==> config.mk <==
export PLATFORM = sky130hd
export DESIGN_NAME = zregfile
export DESIGN_NICKNAME = d
export VERILOG_FILES = /design/src/rtl/zregfile_pkg.sv /design/src/rtl/zregfile_sweep.sv /design/src/rtl/zregfile.sv
export SDC_FILE = /design/constraint.sdc
export NUM_CORES = 1
export LEC_CHECK = 0
export BUFFER_PORTS_ARGS = -buffer_cell sky130_fd_sc_hd__buf_2
export CAP_MARGIN = 20
export CORE_UTILIZATION = 51
export DETAILED_ROUTE_END_ITERATION = 12
export GPL_ROUTABILITY_DRIVEN = 0
export PLACE_DENSITY = 0.72
export SLEW_MARGIN = 0
export SYNTH_ARGS = -nofsm -noshare
export SYNTH_HDL_FRONTEND = slang
export SYNTH_HIERARCHICAL = 1
export SYNTH_SLANG_ARGS = --single-unit
export TNS_END_PERCENT = 100
==> constraint.sdc <==
create_clock -name CLK -period 3.45 [get_ports CLK]
set_clock_uncertainty 0.15 [all_clocks]
set_input_delay 1.035 -clock CLK [delete_from_list [all_inputs] [get_ports CLK]]
set_output_delay 1.035 -clock CLK [all_outputs]
set_load 0.02 [all_outputs]
==> src/rtl/zregfile_pkg.sv <==
// Shared types and defaults for the zregfile register file.
// Holds the sweep state encoding and the address-width helper.
package zregfile_pkg;

   typedef enum logic {
      IDLE  = 1'b0,
      SWEEP = 1'b1
   } state_t;

   localparam int DEF_WIDTH = 8;
   localparam int DEF_DEPTH = 4;

   function automatic int addr_w(input int depth);
      return (depth <= 2) ? 1 : $clog2(depth);
   endfunction

endpackage

==> src/rtl/zregfile_sweep.sv <==
// Clear-sweep controller: walks every register index once,
// one per clock, driving a zero-write into the register array.
module zregfile_sweep
   import zregfile_pkg::*;
#(
   parameter int DEPTH  = DEF_DEPTH,
   parameter int ADDR_W = addr_w(DEPTH)
) (
   input  logic              CLK,
   input  logic              RST,
   input  logic              CLR,
   output logic              BUSY,
   output logic              sweep_we,
   output logic [ADDR_W-1:0] sweep_addr
);

   localparam logic [ADDR_W-1:0] LAST = ADDR_W'(DEPTH - 1);

   state_t            state;
   logic [ADDR_W-1:0] idx;

   always_ff @(posedge CLK or posedge RST) begin
      if (RST) begin
         state <= IDLE;
         idx   <= '0;
         BUSY  <= 1'b0;
      end else begin
         case (state)
            IDLE: begin
               if (CLR) begin
                  state <= SWEEP;
                  idx   <= '0;
                  BUSY  <= 1'b1;
               end
            end
            SWEEP: begin
               if (idx == LAST) begin
                  state <= IDLE;
                  idx   <= '0;
                  BUSY  <= 1'b0;
               end else begin
                  idx <= idx + 1'b1;
               end
            end
         endcase
      end
   end

   assign sweep_we   = (state == SWEEP);
   assign sweep_addr = idx;

endmodule

==> src/rtl/zregfile.sv <==
// Two-read, one-write register file with registered write-first reads
// and a hardware clear sweep that takes over the write port while busy.
module zregfile
   import zregfile_pkg::*;
#(
   parameter int WIDTH = DEF_WIDTH,
   parameter int DEPTH = DEF_DEPTH
) (
   input  logic                       CLK,
   input  logic                       RST,
   input  logic                       WE,
   input  logic [addr_w(DEPTH)-1:0]   WADDR,
   input  logic [WIDTH-1:0]           WDATA,
   input  logic [addr_w(DEPTH)-1:0]   RADDR_A,
   input  logic [addr_w(DEPTH)-1:0]   RADDR_B,
   output logic [WIDTH-1:0]           RDATA_A,
   output logic [WIDTH-1:0]           RDATA_B,
   input  logic                       CLR,
   output logic                       BUSY
);

   localparam int ADDR_W = addr_w(DEPTH);
   localparam logic [ADDR_W:0] DEPTH_X = (ADDR_W + 1)'(DEPTH);

   logic [WIDTH-1:0]  regs [DEPTH];
   logic              sweep_we;
   logic [ADDR_W-1:0] sweep_addr;
   logic              wr_en;
   logic [ADDR_W-1:0] wr_addr;
   logic [WIDTH-1:0]  wr_data;

   function automatic logic in_range(input logic [ADDR_W-1:0] a);
      return {1'b0, a} < DEPTH_X;
   endfunction

   zregfile_sweep #(
      .DEPTH (DEPTH),
      .ADDR_W(ADDR_W)
   ) u_sweep (
      .CLK       (CLK),
      .RST       (RST),
      .CLR       (CLR),
      .BUSY      (BUSY),
      .sweep_we  (sweep_we),
      .sweep_addr(sweep_addr)
   );

   // Sweep owns the write port; in idle a clear request drops the user write.
   always_comb begin
      wr_en   = 1'b0;
      wr_addr = WADDR;
      wr_data = WDATA;
      if (sweep_we) begin
         wr_en   = 1'b1;
         wr_addr = sweep_addr;
         wr_data = '0;
      end else if (WE && !CLR && in_range(WADDR)) begin
         wr_en = 1'b1;
      end
   end

   always_ff @(posedge CLK or posedge RST) begin
      if (RST) begin
         for (int i = 0; i < DEPTH; i++) begin
            regs[i] <= '0;
         end
      end else if (wr_en) begin
         regs[wr_addr] <= wr_data;
      end
   end

   function automatic logic [WIDTH-1:0] rd_val(input logic [ADDR_W-1:0] a);
      if (!in_range(a)) begin
         return '0;
      end
      if (wr_en && (wr_addr == a)) begin
         return wr_data;
      end
      return regs[a];
   endfunction

   always_ff @(posedge CLK or posedge RST) begin
      if (RST) begin
         RDATA_A <= '0;
         RDATA_B <= '0;
      end else begin
         RDATA_A <= rd_val(RADDR_A);
         RDATA_B <= rd_val(RADDR_B);
      end
   end

endmodule
==> results of run 1 <==
-- worst paths after layout --
path	end	from
worst max-delay path	regs[19]	u_sweep/sweep_we
worst min-delay path	regs[29]	regs[29]
worst max register to register	regs[19]	u_sweep/sweep_we
worst min register to register	regs[29]	regs[29]
max in group asynchronous	RDATA_A[3]	RST
min in group asynchronous	regs[28]	RST
-- worst max-delay path: stages (launching register included) --
cell      delay (ns)
dfrtp_1         0.87
and4bb_2        0.30
a21oi_1         0.18
nand2b_1        0.50
mux2_2          0.40
-- placed cells by master (no fill, tap or decap), drive strengths merged --
master / n
dfrtp: 52
mux2: 48
buf: 35
mux4: 16
nor2b: 8
xnor2: 6
clkbuf: 6
nor2: 4
inv: 4
mux2i: 2
a21oi: 2
nand2b: 2
a22oi: 2
a22o: 2
ha: 2
nor3b: 2
nand2: 2
and4bb: 1
or4b: 1
o21ai: 1
clkinv: 1
clkinvlp: 1
a21o: 1
-- layout make-up --
type	count	area [um2]	share of cell area
sequential	52	1300	0.448
multi-input combinational	102	1230	0.423
timing repair buffer	35	190	0.0654
tap	67	83.8	0.0288
clock buffer	6	72.6	0.0250
clock inverter	2	16.3	0.00559
inverter	4	15.0	0.00516
-- power groups by stage --
stage	Clock (uW)	Combinational [uW]	Sequential, uW
2_1_floorplan	0	843	1110
3_3_place_gp	0	1120	1050
3_5_place_dp	0	1150	1080
4_1_cts	357	1160	1070
5_1_grt	376	1230	1110
6_report	348	1150	1070
-- Yosys cell counts --
library cell	count	area share
dfrtp_1	52	0.50
mux2_2	40	0.17
mux4_2	16	0.14
mux2_4	8	0.046
nor2b_1	8	0.019
xnor2_1	6	0.020
buf_2	5	0.0096
inv_1	4	0.0058
nor2_2	3	0.0072
a21oi_1	2	0.0039
a22o_1	2	0.0067
a22oi_1	2	0.0058
buf_6	2	0.0087
ha_1	2	0.0096
mux2i_1	2	0.0077
nand2b_1	2	0.0048
a21o_1	1	0.0029
and4bb_2	1	0.0048
clkbuf_1	1	0.0014
nand2_1	1	0.0014
nand2_2	1	0.0024
nor2_1	1	0.0014
nor3b_1	1	0.0029
nor3b_2	1	0.0048
o21ai_2	1	0.0034
or4b_4	1	0.0053
-- metrics by stage --
step | instance area [um2] | std cells | hold WS (ns)
3_5_place_dp | 2800 | 259 | 0.362
4_1_cts | 2890 | 267 | 0.391
3_3_place_gp | 2800 | 259 | 0.330
5_1_grt | 2910 | 268 | 0.403
6_report | 2910 | 268 | 0.387
2_1_floorplan | 2600 | 166 | 0.342
-- sequential cells by signal, indices dropped and copies added (netlist names) --
| name | flops |
|---|---|
| RDATA_B | 8 |
| u_sweep/sweep_addr | 2 |
| u_sweep/BUSY | 1 |
| u_sweep/sweep_we | 1 |
| regs | 32 |
| RDATA_A | 8 |
-- routing by layer --
metal / vias up / global-route usage / wire length, um
li1: 684 / - / -
met1: 798 / 0.247 / 2000
met2: 47 / 0.370 / 2620
met3: 13 / 0.0412 / 244
met4: 0 / 0.0833 / 131
met5: - / 0 / 0
-- cell families after synthesis --
family / Yosys count / synth area share
AND/OR/NAND/NOR: 20 / 0.0545
buffers and inverters: 12 / 0.0255
multiplexers: 66 / 0.366
XOR/XNOR: 6 / 0.0202
adder cells (fa/ha/maj): 2 / 0.00964
AO/OA/AOI/OAI: 8 / 0.0227
flip-flops: 52 / 0.501
==> impl_metrics.toml, run 1 <==
[status]
outcome = "finished, final reports clean"

[clock_tree]
postCtsHoldBufs = 0
clock-sinks = 52
clk_latency_ns = 0.30
ctsResizeCount = 0
h-tree-depth = 2
cts_buffers = 5
clockRootBuffer = "clkbuf_8"
post_cts_buffers = 0
clk_path_buf_depth = 2
clk_pin_slew_worst_paths_ns = 0.10
cts_tree = "built"

[timing]
clock.fmax_mhz = 395
fin_setup_tns_ns = 0
hold_viol = 0
finalSetupViolations = 0
worst_pin_slew_ns = 0.797
max_slew_margin = 0.469
fin_crit_sh = 0.733
fin_crit_ns = 2.53
setup_slack_ns = 0.921
rsz0062_at_grt = "no"
maxSlewViolCount = 0

[floorplanning]
core_um2 = 4820
die-width_um = 73.4
io_pins = 35
die_area_um2 = 5380
start_util = 0.539
dieHeight_um = 73.4
rows = 25

[drt]
avgRoutedWirePerCell_um = 18.7
drc_errors = 0
ant_nets = 0
first_iter_violations = 74
vias = 1542
drt_pass1_iterations = 4
viasPerCell = 5.75
wl_um = 5000

[global_routing]
first_global_vias = 1649
grt_use_total = 0.208
antenna_found_initial = 0
grt_pass1_wl_um = 8000
grt-ovfl-total = 0
grt_max_degree = 49

[worst_setup_path]
crit_path_max_fanout = 23
critPathLaunchType = "flop"
path_class = "reg2reg"
ff2ff_setup_slack_ns = 0.92
critical_path_arrival_ns = 2.56
cp-end-kind = "flop"
critPathRequiredTime_ns = 3.48
rr_worst_depth = 4

[final_layout]
final_nets = 220
finish.utilization = 0.604
areaGrowthSynthToFinish_pct = 12.0
antenna_cells = 0
layout-drive-gt1-share = 0.572
n_fill_cell = 408

[pwr]
seqPwrFrac = 0.416
swShare = 0.367
power_uw = 2560
intPower_uw = 1620
comb_power_share = 0.448
p_clk_frac = 0.136
net-switching-power_uw = 940
power.static_leakage_uw = 0.00142
vdd_ir_drop_max_mv = 0.314
powerDensity_nw_per_um2 = 881

[synthesis]
synth_seq_area_share = 0.501
synthDistinctLibCells = 26
syn_avg_cell_area_um2 = 15.6
synth_nets = 186
mappedNetlistArea_um2 = 2600
synthCells = 166
ys_ff_latch = 52
ys_warn_count = 6

[hold_path]
hold_depth = 1
hold_path.class = "reg2reg"

[placed_design]
post-dp-hpwl_um = 3380
port_buffers = 34
dp_slack_ns = 0.658

[run]
maxCapViolations = 0
Note: power is estimated with default switching activity, not from simulation.
==> inputs of run 2 (changes only) <==
Clock period 3.45 ns to 2.55 ns, I/O delays scaled along.
==> impl_metrics.toml, run 2 (synthesized netlist as in run 1, its figures left out) <==
[worst_setup_path]
r2r-start = "u_sweep/sweep_we"
max_stage_delay_ns = 0.70
path_class = "reg2reg"
critPathRequiredTime_ns = 2.59
crit_start = "u_sweep/sweep_we"
critical_path_arrival_ns = 2.26
worstPathCellList = "mux2i_1, xnor2_1, nor2_2, buf_4, mux2_2"
cp_num_buf_inv = 1
crit_path_max_fanout = 16
slowest_stage = "dfrtp_1"
crit_family = "multiplexers"
critPathLaunchType = "flop"
cp-end-kind = "flop"

[final_layout]
fin_cells = 278
largest-register = "regs"
antenna_cells = 0
final_common_cell = "dfrtp_1"
final_nets = 230
largest_reg_flops = 32
reg.largest.list = "regs (32), RDATA_A (8), RDATA_B (8)"
layout-drive-gt1-share = 0.597
finish.utilization = 0.624
areaGrowthSynthToFinish_pct = 15.9
mostFrequentLayoutCells = "52 x dfrtp_1, 40 x mux2_2, 34 x buf_2"

[timing]
fin_setup_tns_ns = 0
maxSlewViolCount = 0
hold_viol = 0
clock.fmax_mhz = 450
fin_crit_sh = 0.871
finalSetupViolations = 0
rsz0062_at_grt = "no"
max_slew_margin = 0.583
fin_crit_ns = 2.22
worst_pin_slew_ns = 0.625

[placed_design]
dp_cells = 270
post-dp-hpwl_um = 3770
port_buffers = 34

[global_routing]
first_global_vias = 1704
grt-ovfl-total = 0
antenna_found_initial = 0
grt_use_total = 0.226
grt_max_degree = 49
grt_pass1_wl_um = 8650

[clock_tree]
h-tree-depth = 2
clock-sinks = 52
clockRootBuffer = "clkbuf_8"
postCtsHoldBufs = 0
cts_buffers = 5
cts_tree = "built"
ctsResizeCount = 0
clk_latency_ns = 0.31
clk_path_buf_depth = 2
post_cts_buffers = 0
clk_pin_slew_worst_paths_ns = 0.10

[floorplanning]
core_um2 = 4820
io_pins = 35
die-width_um = 73.4
dieHeight_um = 73.4
start_util = 0.539
die_area_um2 = 5380
rows = 25

[pwr]
p_clk_frac = 0.163
powerDensity_nw_per_um2 = 1250
vdd_ir_drop_max_mv = 0.532
net-switching-power_uw = 1340
power.static_leakage_uw = 0.00149
power_uw = 3770
intPower_uw = 2430
swShare = 0.354
seqPwrFrac = 0.379
comb_power_share = 0.458

[drt]
viasPerCell = 5.63
drt_pass1_iterations = 4
drc_errors = 0
vias = 1565
wl_um = 5550
avgRoutedWirePerCell_um = 20.0
ant_nets = 0
first_iter_violations = 93

[run]
maxCapViolations = 0

[status]
outcome = "finished, final reports clean"

[hold_path]
hold_path.class = "in2async"
[run 2: power groups by stage]
| stage | Combinational (uW) | Sequential (uW) | Clock [uW] |
|---|---|---|---|
| final | 1730 | 1430 | 614 |
| after global routing | 1830 | 1470 | 657 |
| after CTS | 1730 | 1430 | 627 |
| after detailed placement | 1720 | 1440 | 0 |
| after global placement | 1660 | 1400 | 0 |
| after floorplan | 1140 | 1500 | 0 |
[run 2: final timing paths]
path | to | slack, ns | cells past startpoint
hold reg to reg | regs[30] | 0.39 | 1
hold / removal | u_sweep/sweep_we | 0.17 | 2
max in group asynchronous | RDATA_A[3] | 1.36 | 3
setup reg to reg | RDATA_A[6] | 0.33 | 5
setup / recovery | RDATA_A[6] | 0.33 | 5
min in group CLK | regs[30] | 0.39 | 1
[run 2: routing by layer]
metal  routed length, um  global-route usage
met2                2790               0.381
met3                 197              0.0466
met5                   0                   0
met4                  98              0.0833
met1                2470               0.291
[run 2: cell type report]
type                    instances  area, um2
clock inverters                 1       30.0
multi-input cells             102       1230
flip-flops and latches         52       1300
inverters                       4       15.0
well taps                      67       83.8
repair buffers                 45        253
clock buffers                   7       96.3
fillers                       369       1810
[run 2: per-stage QoR]
stage | hold WS (ns) | area (um2) | setup WS (ns)
after floorplan | 0.342 | 2600 | 0.406
after global placement | 0.330 | 2880 | 0.223
after detailed placement | 0.365 | 2880 | 0.199
after CTS | 0.176 | 3010 | 0.357
after global routing | 0.173 | 3010 | 0.219
final | 0.173 | 3010 | 0.328
